<file path="config.mk">
export PLATFORM = sky130hd
export DESIGN_NAME = q2_sweep_ctrl_flat
export DESIGN_NICKNAME = d
export VERILOG_FILES = /design/src/rtl/q2_sweep_ctrl_pkg.sv /design/src/rtl/q2_sweep_ctrl_if.sv /design/src/rtl/q2_sweep_ctrl_dwell_counter.sv /design/src/rtl/q2_sweep_ctrl.sv /design/src/flat_wrapper.sv
export SDC_FILE = /design/constraint.sdc
export NUM_CORES = 1
export LEC_CHECK = 0
export ABC_AREA = 1
export BUFFER_PORTS_ARGS = -buffer_cell sky130_fd_sc_hd__buf_2
export CORE_MARGIN = 3
export CORE_UTILIZATION = 50
export DETAILED_ROUTE_END_ITERATION = 16
export PLACE_DENSITY_LB_ADDON = 0.05
export RECOVER_POWER = 25
export SYNTH_ARGS = -nofsm -noshare
export SYNTH_HDL_FRONTEND = slang
export SYNTH_SLANG_ARGS = --single-unit
export TNS_END_PERCENT = 10
</file>
<file path="constraint.sdc">
create_clock -name clk -period 1.8 [get_ports clk]
set_input_delay 0.18 -clock clk [delete_from_list [all_inputs] [get_ports clk]]
set_output_delay 0.18 -clock clk [all_outputs]
set_load 0.005 [all_outputs]
</file>
<file path="src/rtl/q2_sweep_ctrl_pkg.sv">
// rtl/q2_sweep_ctrl_pkg.sv - shared state encoding and sweep constants for the q2 sweep controller
package q2_sweep_ctrl_pkg;

    typedef enum logic [1:0] {
        S_IDLE = 2'd0,
        S_RUN  = 2'd1,
        S_DONE = 2'd2
    } state_t;

    localparam int          N_COMB   = 16;
    localparam logic [3:0]  LAST_IDX = 4'(N_COMB - 1);

endpackage

</file>
<file path="src/rtl/q2_sweep_ctrl_if.sv">
// rtl/q2_sweep_ctrl_if.sv - sweep request, q2 stimulus/response and truth-table bundle
interface q2_sweep_ctrl_if;

    logic        start;
    logic        a;
    logic        b;
    logic        c;
    logic        d;
    logic        f_in;
    logic        g_in;
    logic [3:0]  idx;
    logic        busy;
    logic        done;
    logic [15:0] f_table;
    logic [15:0] g_table;

    modport master (
        input  start, f_in, g_in,
        output a, b, c, d, idx, busy, done, f_table, g_table
    );

    modport slave (
        output start, f_in, g_in,
        input  a, b, c, d, idx, busy, done, f_table, g_table
    );

endinterface

</file>
<file path="src/rtl/q2_sweep_ctrl_dwell_counter.sv">
// rtl/q2_sweep_ctrl_dwell_counter.sv - counts 0..DWELL-1 per combination, flags the last dwell cycle
module q2_sweep_ctrl_dwell_counter #(
    parameter int DWELL = 4,
    parameter int CNT_W = 8
) (
    input  logic clk,
    input  logic rst,
    input  logic clr,
    input  logic en,
    output logic tc
);

    logic [CNT_W-1:0] cnt_q;
    logic [CNT_W-1:0] cnt_d;

    assign tc = (cnt_q == CNT_W'(DWELL - 1));

    always_comb begin
        cnt_d = cnt_q;
        if (clr) begin
            cnt_d = '0;
        end else if (en) begin
            cnt_d = tc ? '0 : cnt_q + CNT_W'(1);
        end
    end

    always_ff @(posedge clk) begin
        if (rst) begin
            cnt_q <= '0;
        end else begin
            cnt_q <= cnt_d;
        end
    end

endmodule

</file>
<file path="src/rtl/q2_sweep_ctrl.sv">
// rtl/q2_sweep_ctrl.sv - steps a,b,c,d through all 16 combinations and captures f/g truth tables
module q2_sweep_ctrl #(
    parameter int DWELL = 4,
    parameter int CNT_W = 8
) (
    input  logic            clk,
    input  logic            rst,
    q2_sweep_ctrl_if.master bus
);

    import q2_sweep_ctrl_pkg::*;

    state_t      state_q, state_d;
    logic [3:0]  idx_q, idx_d;
    logic        busy_q, busy_d;
    logic        done_q, done_d;
    logic [15:0] f_table_q, f_table_d;
    logic [15:0] g_table_q, g_table_d;
    logic        cnt_clr;
    logic        cnt_en;
    logic        cnt_tc;

    q2_sweep_ctrl_dwell_counter #(
        .DWELL (DWELL),
        .CNT_W (CNT_W)
    ) u_dwell (
        .clk (clk),
        .rst (rst),
        .clr (cnt_clr),
        .en  (cnt_en),
        .tc  (cnt_tc)
    );

    always_comb begin
        state_d   = state_q;
        idx_d     = idx_q;
        busy_d    = busy_q;
        done_d    = done_q;
        f_table_d = f_table_q;
        g_table_d = g_table_q;
        cnt_clr   = 1'b0;
        cnt_en    = 1'b0;
        case (state_q)
            S_IDLE, S_DONE: begin
                if (bus.start) begin
                    state_d   = S_RUN;
                    idx_d     = '0;
                    busy_d    = 1'b1;
                    done_d    = 1'b0;
                    f_table_d = '0;
                    g_table_d = '0;
                    cnt_clr   = 1'b1;
                end
            end
            S_RUN: begin
                cnt_en = 1'b1;
                // f/g have had DWELL-1 cycles to settle since idx last moved
                if (cnt_tc) begin
                    f_table_d[idx_q] = bus.f_in;
                    g_table_d[idx_q] = bus.g_in;
                    if (idx_q == LAST_IDX) begin
                        state_d = S_DONE;
                        busy_d  = 1'b0;
                        done_d  = 1'b1;
                    end else begin
                        idx_d = idx_q + 4'd1;
                    end
                end
            end
            default: state_d = S_IDLE;
        endcase
    end

    always_ff @(posedge clk) begin
        if (rst) begin
            state_q   <= S_IDLE;
            idx_q     <= '0;
            busy_q    <= 1'b0;
            done_q    <= 1'b0;
            f_table_q <= '0;
            g_table_q <= '0;
        end else begin
            state_q   <= state_d;
            idx_q     <= idx_d;
            busy_q    <= busy_d;
            done_q    <= done_d;
            f_table_q <= f_table_d;
            g_table_q <= g_table_d;
        end
    end

    // Stimulus is the idx register itself, so a..d move on the same edge as idx
    assign bus.a       = idx_q[3];
    assign bus.b       = idx_q[2];
    assign bus.c       = idx_q[1];
    assign bus.d       = idx_q[0];
    assign bus.idx     = idx_q;
    assign bus.busy    = busy_q;
    assign bus.done    = done_q;
    assign bus.f_table = f_table_q;
    assign bus.g_table = g_table_q;

endmodule

</file>
<file path="src/flat_wrapper.sv">
// flat-port wrapper written by rule: the top's interface ports become plain ports
module q2_sweep_ctrl_flat import q2_sweep_ctrl_pkg::*;
#(
    parameter int DWELL = 4,
    parameter int CNT_W = 8
)
  (clk, rst, bus_start, bus_f_in, bus_g_in, bus_a, bus_b, bus_c, bus_d, bus_idx, bus_busy, bus_done, bus_f_table, bus_g_table);
  q2_sweep_ctrl_if bus_i ();
  input  logic clk;
  input  logic rst;
  input wire logic [$bits(bus_i.start)-1:0] bus_start;
  input wire logic [$bits(bus_i.f_in)-1:0] bus_f_in;
  input wire logic [$bits(bus_i.g_in)-1:0] bus_g_in;
  output wire logic [$bits(bus_i.a)-1:0] bus_a;
  output wire logic [$bits(bus_i.b)-1:0] bus_b;
  output wire logic [$bits(bus_i.c)-1:0] bus_c;
  output wire logic [$bits(bus_i.d)-1:0] bus_d;
  output wire logic [$bits(bus_i.idx)-1:0] bus_idx;
  output wire logic [$bits(bus_i.busy)-1:0] bus_busy;
  output wire logic [$bits(bus_i.done)-1:0] bus_done;
  output wire logic [$bits(bus_i.f_table)-1:0] bus_f_table;
  output wire logic [$bits(bus_i.g_table)-1:0] bus_g_table;
  assign bus_i.start = bus_start;
  assign bus_i.f_in = bus_f_in;
  assign bus_i.g_in = bus_g_in;
  assign bus_a = bus_i.a;
  assign bus_b = bus_i.b;
  assign bus_c = bus_i.c;
  assign bus_d = bus_i.d;
  assign bus_idx = bus_i.idx;
  assign bus_busy = bus_i.busy;
  assign bus_done = bus_i.done;
  assign bus_f_table = bus_i.f_table;
  assign bus_g_table = bus_i.g_table;
  q2_sweep_ctrl #(.DWELL(DWELL), .CNT_W(CNT_W)) u_core (.clk(clk), .rst(rst), .bus(bus_i));
endmodule
</file>
## Word-level counts from Yosys, hierarchy flattened

Cells that the tools add are included.

| storage, ports and cells | value |
|---|---|
| logic and storage cells | 57 |
| output and inout port bits | 42 |
| bits of input ports | 5 |
| flip-flop bits (word level) | 48 |

| operators by class | value |
|---|---|
| reductions and logical operators | 9 |
| eq/ne operators | 8 |
| mux-type cells | 29 |
| add/sub/neg operators | 2 |
| order comparisons | 2 |

Operator list:

| kind | count |
|---|---|
| 16-bit case mux with 2 select lines | 2 |
| 16-bit two-way mux | 3 |
| 16-bit bitwise mux | 2 |
| 4-bit two-way mux | 3 |
| 1-bit two-way mux | 10 |
| 8-bit by 1-bit adder with 8-bit output (second input constant) | 1 |
| 8-bit by 2-bit equality test with 1-bit output (second input constant) | 1 |
| 8-bit two-way mux | 1 |
| 4-bit case mux with 2 select lines | 1 |
| 4-bit AND reduction | 2 |
| 2-bit two-way mux | 3 |
| 2-bit != test (second input constant) | 3 |
| 3-bit AND reduction | 2 |
| 4-bit by 5-bit less-than comparator with 1-bit output (second input constant) | 1 |
| 4-bit by 1-bit adder with 4-bit output (second input constant) | 1 |
| 1-bit demux with 4-bit select | 1 |
| 4-bit equality test (second input constant) | 1 |
| 4-bit by 1-bit >= comparator with 1-bit output (second input constant) | 1 |
| 1-bit case mux with 2 select lines | 2 |
| 2-bit case mux with 2 select lines | 1 |
| 2-bit OR reduction | 2 |
| 2-bit by 1-bit equality test with 1-bit output (second input constant) | 1 |
| 2-bit equality test (second input constant) | 1 |
| 2-bit zero test | 1 |
| other kinds (3) | 3 |

## Depth between registers and ports, before layout

| depth | value |
|---|---|
| depth after elaboration | 7 |
| depth in mapped cells | 10 |
| depth with buffers taken out | 9 |

## Hierarchy

A second synthesis with hierarchy kept.

| unflattened totals | value |
|---|---|
| cell total of the unflattened synthesis | 336 |
| area, all modules | 2,337.2 µm² |

By module, submodules not included:

| module | seq. area each (µm²) | cells an instance | times used | area an instance (µm²) |
|---|---|---|---|---|
| q2_sweep_ctrl | 800.8 | 273 | 1 | 1,911.8 |
| q2_sweep_ctrl_dwell_counter | 160.2 | 63 | 1 | 425.4 |

## Worst setup path before layout

No wires, ideal clock.

| timing | value |
|---|---|
| kind | register -> register |
| from | register u_core.u_dwell.cnt_q[0] |
| to | register u_core.g_table_q[0], in the netlist u_core.bus.g_table[0] |
| cell stages (with the launch flop) | 10 |
| setup time | 0.071 ns |
| setup slack | 0.425 ns |
| clock period less this slack | 1.375 ns |
| data required time | 1.729 ns |
| arrival time | 1.304 ns |
| path through | dfxtp_1 -> ha_1 -> inv_1 -> nor2_1 -> nand3_2 -> nand2_2 -> buf_6 -> buf_8 -> nand3_2 -> a21oi_2 |

| between the ends | value |
|---|---|
| longest elaborated chain between the ends | 3 |

Ends and longest elaborated chain:

| what | RTL line | source |
|---|---|---|
| start: declaration | q2_sweep_ctrl_dwell_counter.sv:13 | `logic [CNT_W-1:0] cnt_q;` |
| start signal: assignment | q2_sweep_ctrl_dwell_counter.sv:31 | `cnt_q <= cnt_d;` |
| 8-bit by 2-bit equality test with 1-bit output | q2_sweep_ctrl_dwell_counter.sv:16 | `assign tc = (cnt_q == CNT_W'(DWELL - 1));` |
| 2-bit != test (no source line) | - |  |
| 3-bit AND reduction (no source line) | - |  |
| end signal: assignment | q2_sweep_ctrl.sv:88 | `g_table_q <= g_table_d;` |
| end: declaration | q2_sweep_ctrl.sv:18 | `logic [15:0] g_table_q, g_table_d;` |

No other way between the ends.
A chain may end at the register's enable or synchronous reset.

## Worst setup path in the final report

| timing | value |
|---|---|
| from | register u_core.u_dwell.cnt_q[1] |
| to | register u_core.f_table_q[9], in the netlist u_core.bus.f_table[9] |

| between the ends | value |
|---|---|
| longest elaborated chain between the ends | 3 |

Ends and longest elaborated chain:

| what | RTL line | source |
|---|---|---|
| 8-bit by 2-bit equality test with 1-bit output | q2_sweep_ctrl_dwell_counter.sv:16 |  |
| 2-bit != test (no source line) | - |  |
| 3-bit AND reduction (no source line) | - |  |
| end signal: assignment | q2_sweep_ctrl.sv:87 | `f_table_q <= f_table_d;` |
| end: declaration | q2_sweep_ctrl.sv:17 | `logic [15:0] f_table_q, f_table_d;` |

No other way between the ends.

==> results.json <==
{
  "synth_nets": 347,
  "yosysSeqAreaShare_pct": 40.00,
  "ff_latch_area_um2": 960.9,
  "grt_util_all_layers_pct": 20.15,
  "p_total_uw": 2643,
  "antenna_found_initial": 0,
  "cts_max_level": 2,
  "mappedNetlistArea_um2": 2402,
  "grt.overflow.total": 0,
  "cts-resized-gates": 0,
  "numCtsBuffers": 5,
  "vias": 2183,
  "synth-compound-area-share_pct": 10.99,
  "syn_to_final_growth_pct": 14.69,
  "start_util_pct": 53.33,
  "report.final.slew_viol_count": 0,
  "insertedDiodeCount": 0,
  "first_global_vias": 1925,
  "die_x_um": 75.32,
  "layout-drive-gt1-share_pct": 18.95,
  "wl_per_cell_um": 12.34,
  "detail_route.drc_violations": 0,
  "clkLatencyLatePin_ps": 300,
  "hpwl_um": 3801,
  "fillers": 455,
  "clk_pin_slew_worst_paths_ps": 90,
  "whs_path_depth": 2,
  "start_kind": "register",
  "r2r-start": "u_core.u_dwell.cnt_q[1]$_SDFFE_PP0P_",
  "wirelength_um": 5333,
  "worst_slew_pin_slew_ps": 351.9,
  "yosys-top-cells-area": "dfxtp_1 40%, nand2_1 15%, nand3_1 7.9%",
  "synth_top_family_by_area": "simple AND/OR/NAND/NOR gates",
  "post-place-ws_ps": 249.6,
  "rr_endpoint": "u_core.bus.f_table[9]$_SDFFE_PP0P_",
  "finalHoldViolCount": 0,
  "r2r_cells": 9,
  "multi_input_area_um2": 1160,
  "crit_type": "reg -> reg",
  "synthAdderAreaFrac_pct": 2.604,
  "grt_max_degree": 47,
  "setup_ws_ps": 227.0,
  "cp-end-kind": "register",
  "postCtsSetupBuffers": 0,
  "grt_first_pass_wirelength_um": 8880,
  "synth_cells": 337,
  "core_area_um2": 4504,
  "period_share_pct": 87.39,
  "endpoint": "u_core.bus.f_table[9]$_SDFFE_PP0P_",
  "gp_congestion": 0.8640,
  "via_per_inst": 5.053,
  "setup_viol": 0,
  "drtAntennaViolNets": 0,
  "avgSynthCellArea_um2": 7.128,
  "cts_root_buf": "clkbuf_8",
  "hp-class": "in -> reg",
  "io_pins": 47,
  "cts_num_sinks": 48,
  "io_buffers": 46,
  "fin_skew_ps": 5.131,
  "die_y_um": 75.32,
  "crit_required_ps": 1990,
  "die_area_um2": 5672,
  "ys_ff_latch": 48,
  "arrival_ps": 1760,
  "max-vdd-ir-drop_v": 0.0006109,
  "maxSlewHeadroom_pct": 76.36,
  "synthXorXnorAreaFrac_pct": 1.458,
  "grt_setup_unrepaired": "no",
  "ys_types": 25,
  "drtIter0Drc": 177,
  "crit_path_max_fanout": 46,
  "drtPass1Iterations": 5,
  "yosys.area.top_type": "dfxtp_1",
  "nets": 389,
  "cts_tree": "yes",
  "cts_hold_buf": 0,
  "yosys_warnings": 0,
  "synth_mux_area_share_pct": 0,
  "synthSimpleGateAreaFrac_pct": 33.23,
  "max_freq_ghz": 0.6357,
  "ff2ff_setup_slack_ps": 230,
  "status": "finished clean",
  "synth_top_area_share_pct": 40.00,
  "rows": 24,
  "layout_min_cycle_time_ps": 1573,
  "powerDensity_nw_per_um2": 959.4,
  "clk_path_buf_depth": 2,
  "finalSetupTns_ps": 0,
  "critical_path.startpoint": "u_core.u_dwell.cnt_q[1]$_SDFFE_PP0P_",
  "cap_violations": 0,
  "leakage_uw": 0.001231
}
## how the worst min path moves through the flow
stage,from,endpoint,slack [ps]
floorplan,u_core.bus.done$_SDFFE_PP0P_,u_core.bus.done$_SDFFE_PP0P_,450
global placement,u_core.bus.done$_SDFFE_PP0P_,u_core.bus.done$_SDFFE_PP0P_,430
detailed placement,u_core.bus.done$_SDFFE_PP0P_,u_core.bus.done$_SDFFE_PP0P_,440
CTS,rst,u_core.bus.g_table[7]$_SDFFE_PP0P_,180
global route,rst,u_core.bus.f_table[7]$_SDFFE_PP0P_,200
finish,rst,u_core.bus.f_table[15]$_SDFFE_PP0P_,180
## state kept, by name, summed over array words and instances, names as in the netlist
signal / cells
u_core.bus.f_table: 16
u_core.u_dwell.cnt_q: 8
u_core.bus.busy: 1
u_core.bus.done: 1
u_core.bus.idx: 4
u_core.state_q: 2
u_core.bus.g_table: 16
## cells by family (layout without fill, tap and decap cells)
group | Yosys count | count (layout)
xor gates and xnor gates | 4 | 4
adders and majority gates | 5 | 5
buffers and inverters | 62 | 105
and+or+nand+nor | 173 | 173
AOI/OAI and AO/OA | 45 | 45
DFF | 48 | 48
## where the power goes
part | switching (µW) | internal [µW] | total (µW)
combinational | 441 | 202 | 643
clock | 373 | 491 | 864
sequential | 36.0 | 1100 | 1140
total | 850 | 1790 | 2640
## per-layer routing
metal	part of all wire (%)	routed length [µm]	GRT usage, %
met1	48	2558	27.82
met2	45	2406	31.64
met3	5.6	301	3.958
met4	1.3	68	6.602
met5	0	0	0
## cells in the mapped netlist, drive strengths merged
master  number
buf         15
dfxtp       48
inv         42
o22ai        1
xor2         4
nor4         1
nor3         3
nor2        18
o21ai        3
clkbuf       4
ha           5
nand3       50
nand2       99
clkinv       1
nand4        2
a21oi       41
## cells in the final DEF (no fill, tap or decap), types with 10 or more instances in the layout
| cell type | count |
|---|---|
| nand3_2 | 12 |
| nand2_1 | 97 |
| a21oi_2 | 10 |
| buf_2 | 28 |
| nor2_1 | 16 |
| a21oi_1 | 31 |
| dfxtp_1 | 48 |
| nand3_1 | 38 |
| inv_1 | 41 |
| clkbuf_1 | 17 |
## layout make-up
cell class	count	share of cell area (%)
multi-input cells	227	42.10
flip-flops and latches	48	34.88
repair buffers	54	10.17
inverters	43	5.904
clock buffers	7	3.497
well taps	52	2.361
clock inverters	1	1.090
## stage by stage
step	cells	area (µm²)	hold slack [ps]	utilization, %
after floorplan	337	2402	446.6	-
after global placement	424	2651	432.1	58.86
after detailed placement	424	2651	440.1	58.86
after CTS	432	2778	182.3	61.67
after global routing	432	2755	199.1	61.17
final	432	2755	184.9	61.17
## critical path, cell delays in order (launching register included)
cell,delay [ps]
dfxtp_1,370
ha_1,180
inv_1,70
nor2_1,160
nand3_2,90
nand2_2,120
buf_12,230
nand2_1,110
nand2_1,90
a21oi_2,50
Power figures use the tool's default switching activity.
